### config.mk
export PLATFORM = sky130hd
export DESIGN_NAME = roulette_spin_ctrl
export DESIGN_NICKNAME = d
export VERILOG_FILES = /design/src/rtl/roulette_spin_ctrl_pkg.sv /design/src/rtl/roulette_spin_ctrl_button_debouncer.sv /design/src/rtl/roulette_spin_ctrl.sv
export SDC_FILE = /design/constraint.sdc
export NUM_CORES = 1
export LEC_CHECK = 0
export CORE_MARGIN = 2
export CORE_UTILIZATION = 64
export DETAILED_ROUTE_END_ITERATION = 12
export DONT_BUFFER_PORTS = 1
export PLACE_DENSITY = 0.79
export SLEW_MARGIN = 20
export SYNTH_ARGS = -nofsm -noshare
export SYNTH_HDL_FRONTEND = slang
export SYNTH_SLANG_ARGS = --single-unit
### constraint.sdc
create_clock -name clk -period 3.15 [get_ports clk]
set_input_delay 0.63 -clock clk [delete_from_list [all_inputs] [get_ports clk]]
set_output_delay 0.63 -clock clk [all_outputs]
set_load 0.02 [all_outputs]
### src/rtl/roulette_spin_ctrl_pkg.sv
// Shared definitions for the roulette wheel controller: FSM states, default
// slot count and the LFSR step function.
package roulette_spin_ctrl_pkg;

  localparam int NUM_SLOTS_DEF = 10;

  typedef enum logic [1:0] {
    IDLE = 2'd0,
    SPIN = 2'd1,
    DONE = 2'd2
  } state_e;

  // 8-bit Fibonacci LFSR, taps 8,6,5,4; a non-zero seed never reaches all-zero.
  function automatic logic [7:0] lfsrNext(input logic [7:0] s);
    return {s[6:0], s[7] ^ s[5] ^ s[4] ^ s[3]};
  endfunction

endpackage

### src/rtl/roulette_spin_ctrl_button_debouncer.sv
// Push-button conditioner: 2-FF synchronizer, stability-count debouncer and a
// one-cycle pulse on every rising edge of the debounced level.
module button_debouncer #(
  parameter int DEBOUNCE_CYCLES = 16
) (
  input  logic clk,
  input  logic reset,
  input  logic btn_i,
  output logic rise_o
);

  localparam int CNT_W = (DEBOUNCE_CYCLES > 1) ? $clog2(DEBOUNCE_CYCLES) : 1;
  localparam logic [CNT_W-1:0] CNT_LAST = CNT_W'(DEBOUNCE_CYCLES - 1);

  logic             sync1_q, sync2_q;
  logic             level_q, level_d;
  logic             rise_q, rise_d;
  logic [CNT_W-1:0] stableCnt_q, stableCnt_d;

  // Any cycle where the synced input agrees with the level restarts the count.
  always_comb begin
    level_d     = level_q;
    rise_d      = 1'b0;
    stableCnt_d = '0;
    if (sync2_q != level_q) begin
      if (stableCnt_q == CNT_LAST) begin
        level_d = sync2_q;
        rise_d  = sync2_q;
      end else begin
        stableCnt_d = stableCnt_q + CNT_W'(1);
      end
    end
  end

  always_ff @(posedge clk) begin
    if (reset) begin
      sync1_q     <= 1'b0;
      sync2_q     <= 1'b0;
      level_q     <= 1'b0;
      rise_q      <= 1'b0;
      stableCnt_q <= '0;
    end else begin
      sync1_q     <= btn_i;
      sync2_q     <= sync1_q;
      level_q     <= level_d;
      rise_q      <= rise_d;
      stableCnt_q <= stableCnt_d;
    end
  end

  assign rise_o = rise_q;

endmodule

### src/rtl/roulette_spin_ctrl.sv
// Roulette wheel position generator: debounced SPIN button starts a slot counter
// whose step period grows after every step until the wheel stops.
module roulette_spin_ctrl
  import roulette_spin_ctrl_pkg::*;
#(
  parameter int NUM_SLOTS       = NUM_SLOTS_DEF,
  parameter int DEBOUNCE_CYCLES = 16,
  parameter int START_DIV       = 4,
  parameter int DIV_STEP        = 4,
  parameter int STOP_DIV        = 32,
  parameter int DIV_W           = 16,
  parameter int JITTER_EN       = 1
) (
  input  logic       clk,
  input  logic       reset,
  input  logic       spin_btn,
  output logic [3:0] count,
  output logic       spinning,
  output logic       result_valid,
  output logic [3:0] result
);

  state_e           state_q, state_d;
  logic [DIV_W-1:0] tick_q, tick_d;
  logic [DIV_W-1:0] div_q, div_d;
  logic [3:0]       count_q, count_d;
  logic [3:0]       result_q, result_d;
  logic [7:0]       lfsr_q;
  logic             spinReq;

  button_debouncer #(
    .DEBOUNCE_CYCLES(DEBOUNCE_CYCLES)
  ) u_spinBtn (
    .clk   (clk),
    .reset (reset),
    .btn_i (spin_btn),
    .rise_o(spinReq)
  );

  always_ff @(posedge clk) begin
    if (reset) begin
      state_q  <= IDLE;
      tick_q   <= '0;
      div_q    <= '0;
      count_q  <= '0;
      result_q <= '0;
      lfsr_q   <= 8'hA5;
    end else begin
      state_q  <= state_d;
      tick_q   <= tick_d;
      div_q    <= div_d;
      count_q  <= count_d;
      result_q <= result_d;
      lfsr_q   <= lfsrNext(lfsr_q);
    end
  end

  // The result is captured on the stopping edge so it is already valid in DONE.
  always_comb begin
    state_d  = state_q;
    tick_d   = tick_q;
    div_d    = div_q;
    count_d  = count_q;
    result_d = result_q;
    unique case (state_q)
      IDLE: begin
        if (spinReq) begin
          div_d   = DIV_W'(START_DIV);
          if (JITTER_EN != 0) begin
            div_d = DIV_W'(START_DIV) + DIV_W'(lfsr_q[2:0]);
          end
          tick_d  = '0;
          state_d = SPIN;
        end
      end
      SPIN: begin
        if (tick_q == div_q - DIV_W'(1)) begin
          tick_d  = '0;
          count_d = (count_q == 4'(NUM_SLOTS - 1)) ? 4'd0 : count_q + 4'd1;
          div_d   = div_q + DIV_W'(DIV_STEP);
          if (div_d >= DIV_W'(STOP_DIV)) begin
            state_d  = DONE;
            result_d = count_d;
          end
        end else begin
          tick_d = tick_q + DIV_W'(1);
        end
      end
      DONE:    state_d = IDLE;
      default: state_d = IDLE;
    endcase
  end

  always_comb begin
    spinning     = (state_q == SPIN);
    result_valid = (state_q == DONE);
  end

  assign count  = count_q;
  assign result = result_q;

endmodule
==> results of run 1 <==
## power groups by stage
| stage | registers, mW | logic (mW) | clock network (mW) |
|---|---|---|---|
| 3_3_place_gp | 0.766 | 0.0234 | 0 |
| 2_1_floorplan | 0.765 | 0.0256 | 0 |
| 5_1_grt | 0.751 | 0.0260 | 0.639 |
| 3_5_place_dp | 0.767 | 0.0243 | 0 |
| 6_report | 0.751 | 0.0240 | 0.605 |
| 4_1_cts | 0.751 | 0.0242 | 0.610 |
## per-stage QoR
step,area (um^2),utilization,worst slack [ps],instances
floorplan,3420,-,362,426
detailed placement,3540,0.690,293,489
CTS,3720,0.723,278,505
finish,3740,0.727,276,505
global placement,3540,0.690,283,489
global route,3740,0.727,10.4,505
## worst paths after layout
kind,from,end,slack [ps],cells past startpoint
worst max register to register,div_q[2]$_SDFFE_PP0P_,tick_q[9]$_SDFFE_PP0P_,280,11
worst max-delay path,div_q[2]$_SDFFE_PP0P_,tick_q[9]$_SDFFE_PP0P_,280,11
worst min-delay path,reset,div_q[1]$_SDFFE_PP0P_,350,1
worst min register to register,lfsr_q[6]$_SDFF_PP0_,lfsr_q[7]$_SDFF_PP1_,420,1
## area by class of cell
class                           instances  share of cell area
Clock inverter                          5             0.00803
Inverter                               10              0.0100
Sequential cell                        58               0.311
Tap cell                               70              0.0234
Clock buffer                           11              0.0378
Timing Repair Buffer                   22              0.0442
Multi-Input combinational cell        329               0.566
## synthesized netlist by cell type (all sizes together), types with 9 or more instances
cell and n:
xor2 21, nand4 20, nand2 49, and3 12, nor2 32, a211oi 13, nor3 15, clkbuf 20
buf 9, xnor2 18, nand3 29, inv 9, dfxtp 58, o21ai 14
## timing repair
item                       in CTS  in global routing
hold endpoints to repair        0                  0
setup endpoints to repair       0                 16
gates resized for setup         0                  5
## cells by family after synthesis
group                    share of synthesized area
AND/OR/NAND/NOR                              0.303
buffers and inverters                       0.0479
adder cells (fa/ha/maj)                     0.0183
XOR/XNOR                                     0.102
multiplexers                                0.0209
AO/OA/AOI/OAI                                0.168
flip-flops                                   0.340
## worst max-delay path, delay by kind of cell, from the launching register on
family                   cells  cell delay (ps)
buffers and inverters        3              520
adder cells (fa/ha/maj)      1              230
flip-flops                   1              490
AND/OR/NAND/NOR              3              570
AO/OA/AOI/OAI                4              990
## flip-flops by register name, indices dropped and copies added, names as in the netlist
| register | cells |
|---|---|
| div_q | 16 |
| u_spinBtn.stableCnt_q | 4 |
| lfsr_q | 8 |
| u_spinBtn.rise_o | 1 |
| count | 4 |
| u_spinBtn.sync1_q | 1 |
| result | 4 |
| u_spinBtn.sync2_q | 1 |
| u_spinBtn.level_q | 1 |
| tick_q | 16 |
| state_q | 2 |
## cell usage in the layout, fill, tap and decap left out, types with 6 or more instances in the layout
cell	synthesis	final
sky130_fd_sc_hd__a211oi_1	13	12
sky130_fd_sc_hd__a21oi_1	8	8
sky130_fd_sc_hd__and3_1	12	12
sky130_fd_sc_hd__buf_4	0	22
sky130_fd_sc_hd__clkbuf_8	0	10
sky130_fd_sc_hd__dfxtp_1	58	58
sky130_fd_sc_hd__inv_1	9	9
sky130_fd_sc_hd__mux2i_1	6	6
sky130_fd_sc_hd__nand2_1	49	49
sky130_fd_sc_hd__nand3_1	29	29
sky130_fd_sc_hd__nand4_1	20	20
sky130_fd_sc_hd__nor2_1	32	32
sky130_fd_sc_hd__nor2b_1	7	7
sky130_fd_sc_hd__nor3_1	14	14
sky130_fd_sc_hd__nor4_1	7	7
sky130_fd_sc_hd__o21ai_0	13	13
sky130_fd_sc_hd__xnor2_1	17	17
sky130_fd_sc_hd__xor2_1	21	21
## per-layer routing
layer	share of wire	up-vias	wire, um
met3	0.056	15	471
met1	0.45	1540	3770
met5	0	-	0
met4	0.024	0	199
met2	0.47	112	3950
li1	-	1564	-
==> load_flow_metrics.sql, run 1 <==
INSERT INTO impl_metrics (metric_group, metric, value, unit) VALUES
('outcome', 'status', 'complete, no violations', ''),
('routing', 'drtAntennaViolNets', '0', ''),
('placed_design', 'io_buffer_count', '0', ''),
('worst_setup_path', 'crit_slowest_cell', 'sky130_fd_sc_hd__dfxtp_1', ''),
('yosys', 'postSynthRegisterBits', '58', ''),
('cts', 'clock-sinks', '58', ''),
('sta', 'min_period_over_period', '0.912', ''),
('worst_setup_path', 'critical_path_arrival', '3130', 'ps'),
('placed_design', 'hpwl', '5890', 'um'),
('power_and_ir_drop', 'total_power', '1.38', 'mW'),
('die', 'start_util', '0.665', ''),
('sta', 'drv_slew', '0', ''),
('cts', 'cts_buffers', '9', ''),
('routing', 'detailroute.via_count', '3231', ''),
('power_and_ir_drop', 'combinationalPowerShare', '0.017', ''),
('yosys', 'synth_async_sr_flop_share', '0', ''),
('sta', 'final.setup.tns', '0', 'ps'),
('global_routing', 'grt_max_degree', '40', ''),
('die', 'core', '5140', 'um^2'),
('yosys', 'yosysTopAreaCellShare', '0.340', ''),
('power_and_ir_drop', 'swShare', '0.233', ''),
('die', 'boundaryPins', '13', ''),
('yosys', 'syn-num-nets', '434', ''),
('power_and_ir_drop', 'netSwitchingPower', '322', 'uW'),
('routing', 'postRouteWirelength', '8400', 'um'),
('power_and_ir_drop', 'sequential_power_share', '0.544', ''),
('layout', 'regArea', '1160', 'um^2'),
('hold_path', 'hold_wc_path_type', 'primary input to register', ''),
('worst_setup_path', 'criticalPathCategory', 'register to register', ''),
('global_routing', 'first_pass_grt_wire_length', '14000', 'um'),
('layout', 'syn2layout_area_growth', '9.37', '%'),
('worst_setup_path', 'crit_top_cell', 'sky130_fd_sc_hd__buf_4', ''),
('layout', 'nFillCells', '425', ''),
('yosys', 'synth.cell_area', '3420', 'um^2'),
('cts', 'cts_buffer_depth', '2', ''),
('cts', 'tritoncts_clock_tree', 'done', ''),
('worst_setup_path', 'cp-start-kind', 'register', ''),
('global_routing', 'globalRouteMet3Util', '0.0635', ''),
('worst_setup_path', 'cp_cell_sequence', 'inv_1 > ha_1 > nor4bb_1 > buf_4 > and3_1 > a211o_1 > a31oi_1 > or3_4 > o21ai_1 > buf_4 > a211oi_1', ''),
('yosys', 'synth-main-ff-cell', 'sky130_fd_sc_hd__dfxtp_1', ''),
('yosys', 'synth-seq-area-share', '0.340', ''),
('global_routing', 'grt-busiest-layer', 'met2', ''),
('yosys', 'synth_cell_type_count', '60', ''),
('layout', 'antennaDiodeCount', '0', ''),
('routing', 'remaining_drc_errors', '0', ''),
('cts', 'clk_root_buffer_cell', 'sky130_fd_sc_hd__clkbuf_8', ''),
('global_routing', 'grt_use_met2', '0.482', ''),
('yosys', 'synth.area.top_cells', 'sky130_fd_sc_hd__dfxtp_1 34%, sky130_fd_sc_hd__nand2_1 5.4%, sky130_fd_sc_hd__xor2_1 5.4%', ''),
('power_and_ir_drop', 'clockPowerShare', '0.438', ''),
('die', 'dieArea', '5940', 'um^2'),
('run', 'drv.max_cap_violation_count', '0', ''),
('global_routing', 'grtUsageMet1', '0.374', ''),
('layout', 'multi_input_comb_area', '2120', 'um^2'),
('worst_setup_path', 'critPathMaxFanout', '11', ''),
('sta', 'fin_crit', '2870', 'ps'),
('routing', 'avgRoutedWirePerCell', '16.6', 'um'),
('global_routing', 'globalRoute.totalOverflow', '0', ''),
('sta', 'setup-violations-final', '0', ''),
('global_routing', 'grtUsageTotal', '0.295', ''),
('sta', 'slew_headroom', '0.386', ''),
('yosys', 'synth-edff-count', '0', ''),
('global_routing', 'grt_pass1_vias', '2980', ''),
('power_and_ir_drop', 'p_leak', '1.41', 'nW'),
('sta', 'worst-slew-pin-transition', '918', 'ps'),
('sta', 'clock.fmax', '348', 'MHz'),
('global_routing', 'antenna_found_initial', '0', ''),
('yosys', 'netlist_instances', '426', ''),
('sta', 'setup_repair_after_global_routing_missed_its_margin', 'false', ''),
('layout', 'proportion_of_layout_cells_with_a_drive_suffix_above_1', '0.126', ''),
('die', 'chipWidth', '77.1', 'um'),
('routing', 'detail_route.first_pass.iterations', '5', '');
(Power assumes the default switching activity.)
==> run 2: changes to the inputs <==
--- a/config.mk
+++ b/config.mk
@@ -5,11 +5,13 @@
 export SDC_FILE = /design/constraint.sdc
 export NUM_CORES = 1
 export LEC_CHECK = 0
+export CORE_ASPECT_RATIO = 0.7
 export CORE_MARGIN = 2
 export CORE_UTILIZATION = 64
 export DETAILED_ROUTE_END_ITERATION = 12
 export DONT_BUFFER_PORTS = 1
-export PLACE_DENSITY = 0.79
+export PLACE_DENSITY = 0.78
+export RECOVER_POWER = 50
 export SLEW_MARGIN = 20
 export SYNTH_ARGS = -nofsm -noshare
 export SYNTH_HDL_FRONTEND = slang
==> load_flow_metrics.sql, run 2 (synthesized netlist as in run 1, its figures left out) <==
INSERT INTO impl_metrics (metric_group, metric, value, unit) VALUES
('power_and_ir_drop', 'power.ir.vdd_worst', '0.312', 'mV'),
('worst_setup_path', 'worstSetupStartpoint', 'div_q[7]$_SDFFE_PP0P_', ''),
('worst_setup_path', 'timing.critical_path.to_type', 'register', ''),
('power_and_ir_drop', 'sequential_power_share', '0.544', ''),
('cts', 'clk_root_buffer_cell', 'sky130_fd_sc_hd__clkbuf_8', ''),
('power_and_ir_drop', 'combinationalPowerShare', '0.017', ''),
('sta', 'min_period_over_period', '0.930', ''),
('layout', 'proportion_of_layout_cells_with_a_drive_suffix_above_1', '0.140', ''),
('die', 'core', '5200', 'um^2'),
('worst_setup_path', 'crit_path_max_incr_delay', '470', 'ps'),
('routing', 'first_iter_violations', '380', ''),
('placed_design', 'hpwl', '6160', 'um'),
('sta', 'final.setup.tns', '0', 'ps'),
('worst_setup_path', 'crit_slowest_cell', 'sky130_fd_sc_hd__a2111o_1', ''),
('power_and_ir_drop', 'netSwitchingPower', '322', 'uW'),
('layout', 'layout.cells.most_common', 'sky130_fd_sc_hd__dfxtp_1', ''),
('worst_setup_path', 'timing.critical_path.buf_inv', '2', ''),
('worst_setup_path', 'critical_path_arrival', '3100', 'ps'),
('routing', 'met1_length', '4140', 'um'),
('layout', 'layout.cells.most_common_list', '58 x sky130_fd_sc_hd__dfxtp_1, 49 x sky130_fd_sc_hd__nand2_1, 32 x sky130_fd_sc_hd__nor2_1, 29 x sky130_fd_sc_hd__nand3_1, 28 x sky130_fd_sc_hd__buf_4', ''),
('sta', 'drv_slew', '0', ''),
('routing', 'avgRoutedWirePerCell', '17.1', 'um'),
('die', 'die_span_y', '65.1', 'um'),
('worst_setup_path', 'criticalPathCategory', 'register to register', ''),
('cts', 'cts-hold-fix-buffers', '0', ''),
('global_routing', 'globalRoute.totalOverflow', '0', ''),
('cts', 'cts_buffers', '9', ''),
('routing', 'avgViaCountPerCell', '6.46', ''),
('worst_setup_path', 'cp.required', '3320', 'ps'),
('placed_design', 'io_buffer_count', '0', ''),
('layout', 'syn2layout_area_growth', '11.9', '%'),
('worst_setup_path', 'reg2reg_slack', '220', 'ps'),
('worst_setup_path', 'critPathMaxFanout', '9', ''),
('hold_path', 'hold_wc_path_type', 'primary input to register', ''),
('global_routing', 'antenna_found_initial', '0', ''),
('routing', 'detailroute.via_count', '3332', ''),
('cts', 'clkLatencyLatePin', '340', 'ps'),
('power_and_ir_drop', 'swShare', '0.233', ''),
('sta', 'setup-violations-final', '0', ''),
('sta', 'worst-slew-pin-transition', '1000', 'ps'),
('layout', 'final_cells', '516', ''),
('sta', 'clock.fmax', '341', 'MHz'),
('hold_path', 'holdCritStartpoint', 'reset', ''),
('outcome', 'status', 'complete, no violations', ''),
('routing', 'dr_wl_met3', '817', 'um'),
('worst_setup_path', 'worstReg2RegStart', 'div_q[7]$_SDFFE_PP0P_', ''),
('sta', 'slew_headroom', '0.333', ''),
('worst_setup_path', 'cp_cell_sequence', 'or3_4 > nor3b_2 > nand3_1 > a2111o_1 > buf_4 > or3_4 > o21ai_1 > buf_4 > a211oi_1', ''),
('die', 'boundaryPins', '13', ''),
('cts', 'clock_slew_at_the_register_clock_pins_of_the_worst_setup_and_hold_paths', '70', 'ps'),
('die', 'chipWidth', '91.4', 'um'),
('sta', 'fin_crit', '2930', 'ps'),
('routing', 'detail_route.first_pass.iterations', '6', ''),
('sta', 'timing.hold.ws', '348', 'ps'),
('layout', 'final_net_count', '447', ''),
('routing', 'drtAntennaViolNets', '0', ''),
('cts', 'cts_buffer_depth', '2', ''),
('placed_design', 'place_inst', '500', ''),
('cts', 'tritoncts_clock_tree', 'done', ''),
('worst_setup_path', 'cp-start-kind', 'register', ''),
('die', 'num_rows', '22', ''),
('layout', 'reg_top3', 'div_q x16, tick_q x16, lfsr_q x8', ''),
('power_and_ir_drop', 'power_internal', '1.06', 'mW'),
('power_and_ir_drop', 'power.density_cell_area', '361', 'nW/um^2'),
('cts', 'cts.htree.levels', '3', ''),
('layout', 'regArea', '1160', 'um^2'),
('placed_design', 'place_congestion', '0.960', ''),
('power_and_ir_drop', 'p_leak', '1.44', 'nW'),
('run', 'drv.max_cap_violation_count', '0', ''),
('die', 'dieArea', '5950', 'um^2'),
('die', 'start_util', '0.657', ''),
('cts', 'postcts_setup_bufs', '0', ''),
('sta', 'timing.final.hold_violations', '0', ''),
('global_routing', 'first_pass_grt_wire_length', '15000', 'um'),
('routing', 'postRouteWirelength', '8830', 'um'),
('layout', 'antennaDiodeCount', '0', ''),
('sta', 'setup_repair_after_global_routing_missed_its_margin', 'false', ''),
('worst_setup_path', 'critical_path.top_delay_family', 'simple AND/OR/NAND/NOR gates', ''),
('global_routing', 'grt_pass1_vias', '3056', ''),
('routing', 'top_layer_used', 'met4', ''),
('routing', 'remaining_drc_errors', '0', ''),
('power_and_ir_drop', 'clockPowerShare', '0.439', ''),
('cts', 'clock-sinks', '58', ''),
('sta', 'fin_skew', '7.53', 'ps'),
('global_routing', 'grtUsageTotal', '0.321', ''),
('layout', 'multi_input_comb_area', '2110', 'um^2'),
('routing', 'wl_met2', '3750', 'um'),
('global_routing', 'grt_max_degree', '40', ''),
('layout', 'nFillCells', '390', '');
run 2: power by group through the flow:
stage	Combinational, mW	Clock [mW]	Sequential, mW
after floorplan	0.0256	0	0.765
after global placement	0.0229	0	0.767
after global routing	0.0262	0.646	0.751
final	0.0234	0.605	0.751
after CTS	0.0232	0.618	0.751
after detailed placement	0.0232	0	0.767
run 2: final timing paths:
path                                                to  cells past startpoint
worst min register to register    lfsr_q[7]$_SDFF_PP1_                      1
worst max-delay path            tick_q[4]$_SDFFE_PP0P_                      9
worst max register to register  tick_q[4]$_SDFFE_PP0P_                      9
worst min-delay path              lfsr_q[1]$_SDFF_PP0_                      1
run 2: through the flow:
| stage | area, um^2 | setup slack, ps | utilization | total power, mW |
|---|---|---|---|---|
| finish | 3820 | 221 | 0.735 | 1.38 |
| CTS | 3810 | 63.0 | 0.733 | 1.39 |
| floorplan | 3420 | 362 | - | 0.790 |
| global placement | 3640 | 148 | 0.700 | 0.790 |
| detailed placement | 3640 | 59.7 | 0.700 | 0.790 |
| global route | 3820 | 19.1 | 0.735 | 1.42 |
run 2: final cells by class:
| class | instances | area share |
|---|---|---|
| Clock buffer | 11 | 0.0370 |
| Clock inverter | 5 | 0.00785 |
| Inverter | 10 | 0.00982 |
| Multi-Input combinational cell | 329 | 0.552 |
| Sequential cell | 58 | 0.304 |
| Tap cell | 72 | 0.0236 |
| Timing Repair Buffer | 31 | 0.0664 |
run 2: metal layers:
layer | track usage | vias to the layer above
met2 | 0.474 | 172
met3 | 0.0837 | 20
met1 | 0.462 | 1555
met5 | 0 | -
li1 | - | 1585
met4 | 0.0947 | 0
run 2: what timing repair did:
item,CTS,global route
gates resized for setup,0,5
endpoints found under the hold margin,0,0
endpoints found under the setup margin,0,9
==> run 3: changes to the inputs <==
--- a/config.mk
+++ b/config.mk
@@ -5,7 +5,7 @@
 export SDC_FILE = /design/constraint.sdc
 export NUM_CORES = 1
 export LEC_CHECK = 0
-export CORE_ASPECT_RATIO = 0.7
+export CORE_ASPECT_RATIO = 1.75
 export CORE_MARGIN = 2
 export CORE_UTILIZATION = 64
 export DETAILED_ROUTE_END_ITERATION = 12
==> load_flow_metrics.sql, run 3 (synthesized netlist as in run 1, its figures left out) <==
INSERT INTO impl_metrics (metric_group, metric, value, unit) VALUES
('outcome', 'status', 'complete, no violations', ''),
('worst_setup_path', 'reg2reg_slack', '230', 'ps'),
('global_routing', 'grt_max_degree', '40', ''),
('worst_setup_path', 'timing.critical_path.to_type', 'register', ''),
('die', 'num_rows', '35', ''),
('sta', 'clock.fmax', '342', 'MHz'),
('sta', 'setup-violations-final', '0', ''),
('worst_setup_path', 'cp_cell_sequence', 'buf_4 > nor4_1 > nand4_1 > xor2_1 > o32ai_1 > a2bb2oi_1 > buf_4 > and4_1 > mux2i_1', ''),
('worst_setup_path', 'reg2regPathDepth', '9', ''),
('global_routing', 'first_pass_grt_wire_length', '14900', 'um'),
('routing', 'first_iter_violations', '188', ''),
('layout', 'finish.utilization', '0.720', ''),
('routing', 'detail_route.first_pass.iterations', '7', ''),
('routing', 'detailroute.via_count', '3341', ''),
('power_and_ir_drop', 'total_power', '1.49', 'mW'),
('sta', 'final.setup.tns', '0', 'ps'),
('sta', 'worst-slew-pin-transition', '1050', 'ps'),
('worst_setup_path', 'critical_path_arrival', '3190', 'ps'),
('power_and_ir_drop', 'sequential_power_share', '0.506', ''),
('routing', 'avgViaCountPerCell', '6.80', ''),
('hold_path', 'timing.hold.worst_path_depth', '1', ''),
('layout', 'reg_top3', 'div_q x16, tick_q x16, lfsr_q x8', ''),
('die', 'core', '5210', 'um^2'),
('layout', 'layout.cells.most_common_list', '58 x sky130_fd_sc_hd__dfxtp_1, 49 x sky130_fd_sc_hd__nand2_1, 32 x sky130_fd_sc_hd__nor2_1, 29 x sky130_fd_sc_hd__nand3_1', ''),
('layout', 'nFillCells', '430', ''),
('cts', 'postcts_setup_bufs', '0', ''),
('power_and_ir_drop', 'power.density_cell_area', '396', 'nW/um^2'),
('sta', 'setup_repair_after_global_routing_missed_its_margin', 'false', ''),
('worst_setup_path', 'critPathMaxFanout', '21', ''),
('power_and_ir_drop', 'power_internal', '1.16', 'mW'),
('layout', 'layout.cells.most_common', 'sky130_fd_sc_hd__dfxtp_1', ''),
('die', 'start_util', '0.656', ''),
('worst_setup_path', 'cp-start-kind', 'register', ''),
('layout', 'postLayoutCellArea', '3750', 'um^2'),
('power_and_ir_drop', 'power.ir.vdd_worst', '0.397', 'mV'),
('worst_setup_path', 'worstReg2RegStart', 'div_q[11]$_SDFFE_PP0P_', ''),
('global_routing', 'antenna_found_initial', '0', ''),
('power_and_ir_drop', 'netSwitchingPower', '326', 'uW'),
('die', 'die_span_y', '101', 'um'),
('power_and_ir_drop', 'clockPowerShare', '0.478', ''),
('cts', 'clkLatencyLatePin', '340', 'ps'),
('worst_setup_path', 'cp.required', '3420', 'ps'),
('power_and_ir_drop', 'p_leak', '1.42', 'nW'),
('run', 'drv.max_cap_violation_count', '0', ''),
('routing', 'postRouteWirelength', '9170', 'um'),
('hold_path', 'hold_wc_path_type', 'primary input to register', ''),
('sta', 'timing.final.hold_violations', '0', ''),
('die', 'boundaryPins', '13', ''),
('global_routing', 'grtUsageTotal', '0.329', ''),
('power_and_ir_drop', 'swShare', '0.219', ''),
('sta', 'fin_skew', '13.0', 'ps'),
('worst_setup_path', 'criticalPathCategory', 'register to register', ''),
('cts', 'cts_buffer_depth', '2', ''),
('sta', 'fin_crit', '2920', 'ps'),
('hold_path', 'min_to', 'lfsr_q[6]$_SDFF_PP0_', ''),
('worst_setup_path', 'crit_path_max_incr_delay', '560', 'ps'),
('placed_design', 'hpwl', '6430', 'um'),
('placed_design', 'place_congestion', '0.916', ''),
('hold_path', 'holdCritStartpoint', 'reset', ''),
('layout', 'syn2layout_area_growth', '9.77', '%'),
('routing', 'drtAntennaViolNets', '0', ''),
('cts', 'tritoncts_clock_tree', 'done', ''),
('cts', 'clock_slew_at_the_register_clock_pins_of_the_worst_setup_and_hold_paths', '70', 'ps'),
('worst_setup_path', 'crit_top_cell', 'sky130_fd_sc_hd__buf_4', ''),
('cts', 'cts.htree.levels', '3', ''),
('sta', 'drv_slew', '0', ''),
('global_routing', 'grt_pass1_vias', '3144', ''),
('sta', 'slew_headroom', '0.303', ''),
('sta', 'min_period_over_period', '0.927', ''),
('die', 'dieArea', '5960', 'um^2'),
('power_and_ir_drop', 'combinationalPowerShare', '0.017', ''),
('placed_design', 'post_detailed_placement_cell_area', '3530', 'um^2'),
('layout', 'proportion_of_layout_cells_with_a_drive_suffix_above_1', '0.126', ''),
('sta', 'timing.hold.ws', '357', 'ps'),
('global_routing', 'globalRoute.totalOverflow', '0', ''),
('die', 'chipWidth', '59.2', 'um'),
('cts', 'clk_root_buffer_cell', 'sky130_fd_sc_hd__clkbuf_8', ''),
('placed_design', 'io_buffer_count', '0', ''),
('worst_setup_path', 'crit_slowest_cell', 'sky130_fd_sc_hd__nor4_1', ''),
('layout', 'antennaDiodeCount', '0', ''),
('cts', 'clock-sinks', '58', ''),
('routing', 'remaining_drc_errors', '0', ''),
('layout', 'final_net_count', '439', ''),
('worst_setup_path', 'rr_endpoint', 'result[0]$_SDFFE_PP0P_', ''),
('cts', 'cts_buffers', '9', ''),
('routing', 'avgRoutedWirePerCell', '18.7', 'um');
## run 3: layout make-up
class / instances / area (um^2) / area share
sequential: 58 / 1160 / 0.309
clock buffer: 11 / 151 / 0.0403
inverter: 10 / 37.5 / 0.0100
tap: 55 / 68.8 / 0.0183
multi-input combinational: 329 / 2120 / 0.564
clock inverter: 5 / 52.6 / 0.0140
timing repair buffer: 23 / 165 / 0.0440
## run 3: what timing repair did
item                                    4_1_cts  5_1_grt
hold buffers                                  0        0
resized for setup                             0        5
endpoints found under the setup margin        0       31
## run 3: worst max path at each step
stage	from	end	slack, ps	cells past startpoint
after global routing	div_q[2]$_SDFFE_PP0P_	div_q[4]$_SDFFE_PP0P_	20	12
after detailed placement	div_q[0]$_SDFFE_PP0P_	div_q[10]$_SDFFE_PP0P_	80	8
final	div_q[11]$_SDFFE_PP0P_	result[0]$_SDFFE_PP0P_	230	9
after global placement	div_q[0]$_SDFFE_PP0P_	result[1]$_SDFFE_PP0P_	150	8
after CTS	div_q[0]$_SDFFE_PP0P_	result[0]$_SDFFE_PP0P_	30	8
after floorplan	div_q[3]$_SDFFE_PP0P_	count[2]$_SDFFE_PP0P_	360	12
## run 3: stage by stage
| step | cells | setup slack [ps] |
|---|---|---|
| 3_5_place_dp | 475 | 81.5 |
| 2_1_floorplan | 426 | 362 |
| 4_1_cts | 491 | 27.7 |
| 5_1_grt | 491 | 16.4 |
| 6_report | 491 | 230 |
| 3_3_place_gp | 475 | 153 |
## run 3: routing by layer
layer	part of all wire	vias up	GRT usage	wire (um)
met1	0.38	1586	0.373	3440
met4	0.060	0	0.217	547
li1	-	1565	-	-
met2	0.51	147	0.540	4640
met5	0	-	0	0
met3	0.059	43	0.0655	538
## run 3: power groups by stage
stage	Sequential (mW)	Clock [mW]	Combinational (mW)
final	0.751	0.709	0.0251
after global routing	0.752	0.741	0.0274
after CTS	0.751	0.712	0.0249
after detailed placement	0.767	0	0.0242
after global placement	0.767	0	0.0235
after floorplan	0.765	0	0.0256
## run 3: worst max-delay path: cells and delay by family, from the launching register on
family,cells,cell delay [ps]
mux,1,200
buf+inv,2,470
xor+xnor,1,170
compound gates,2,540
simple gates,3,1110
flops,1,350
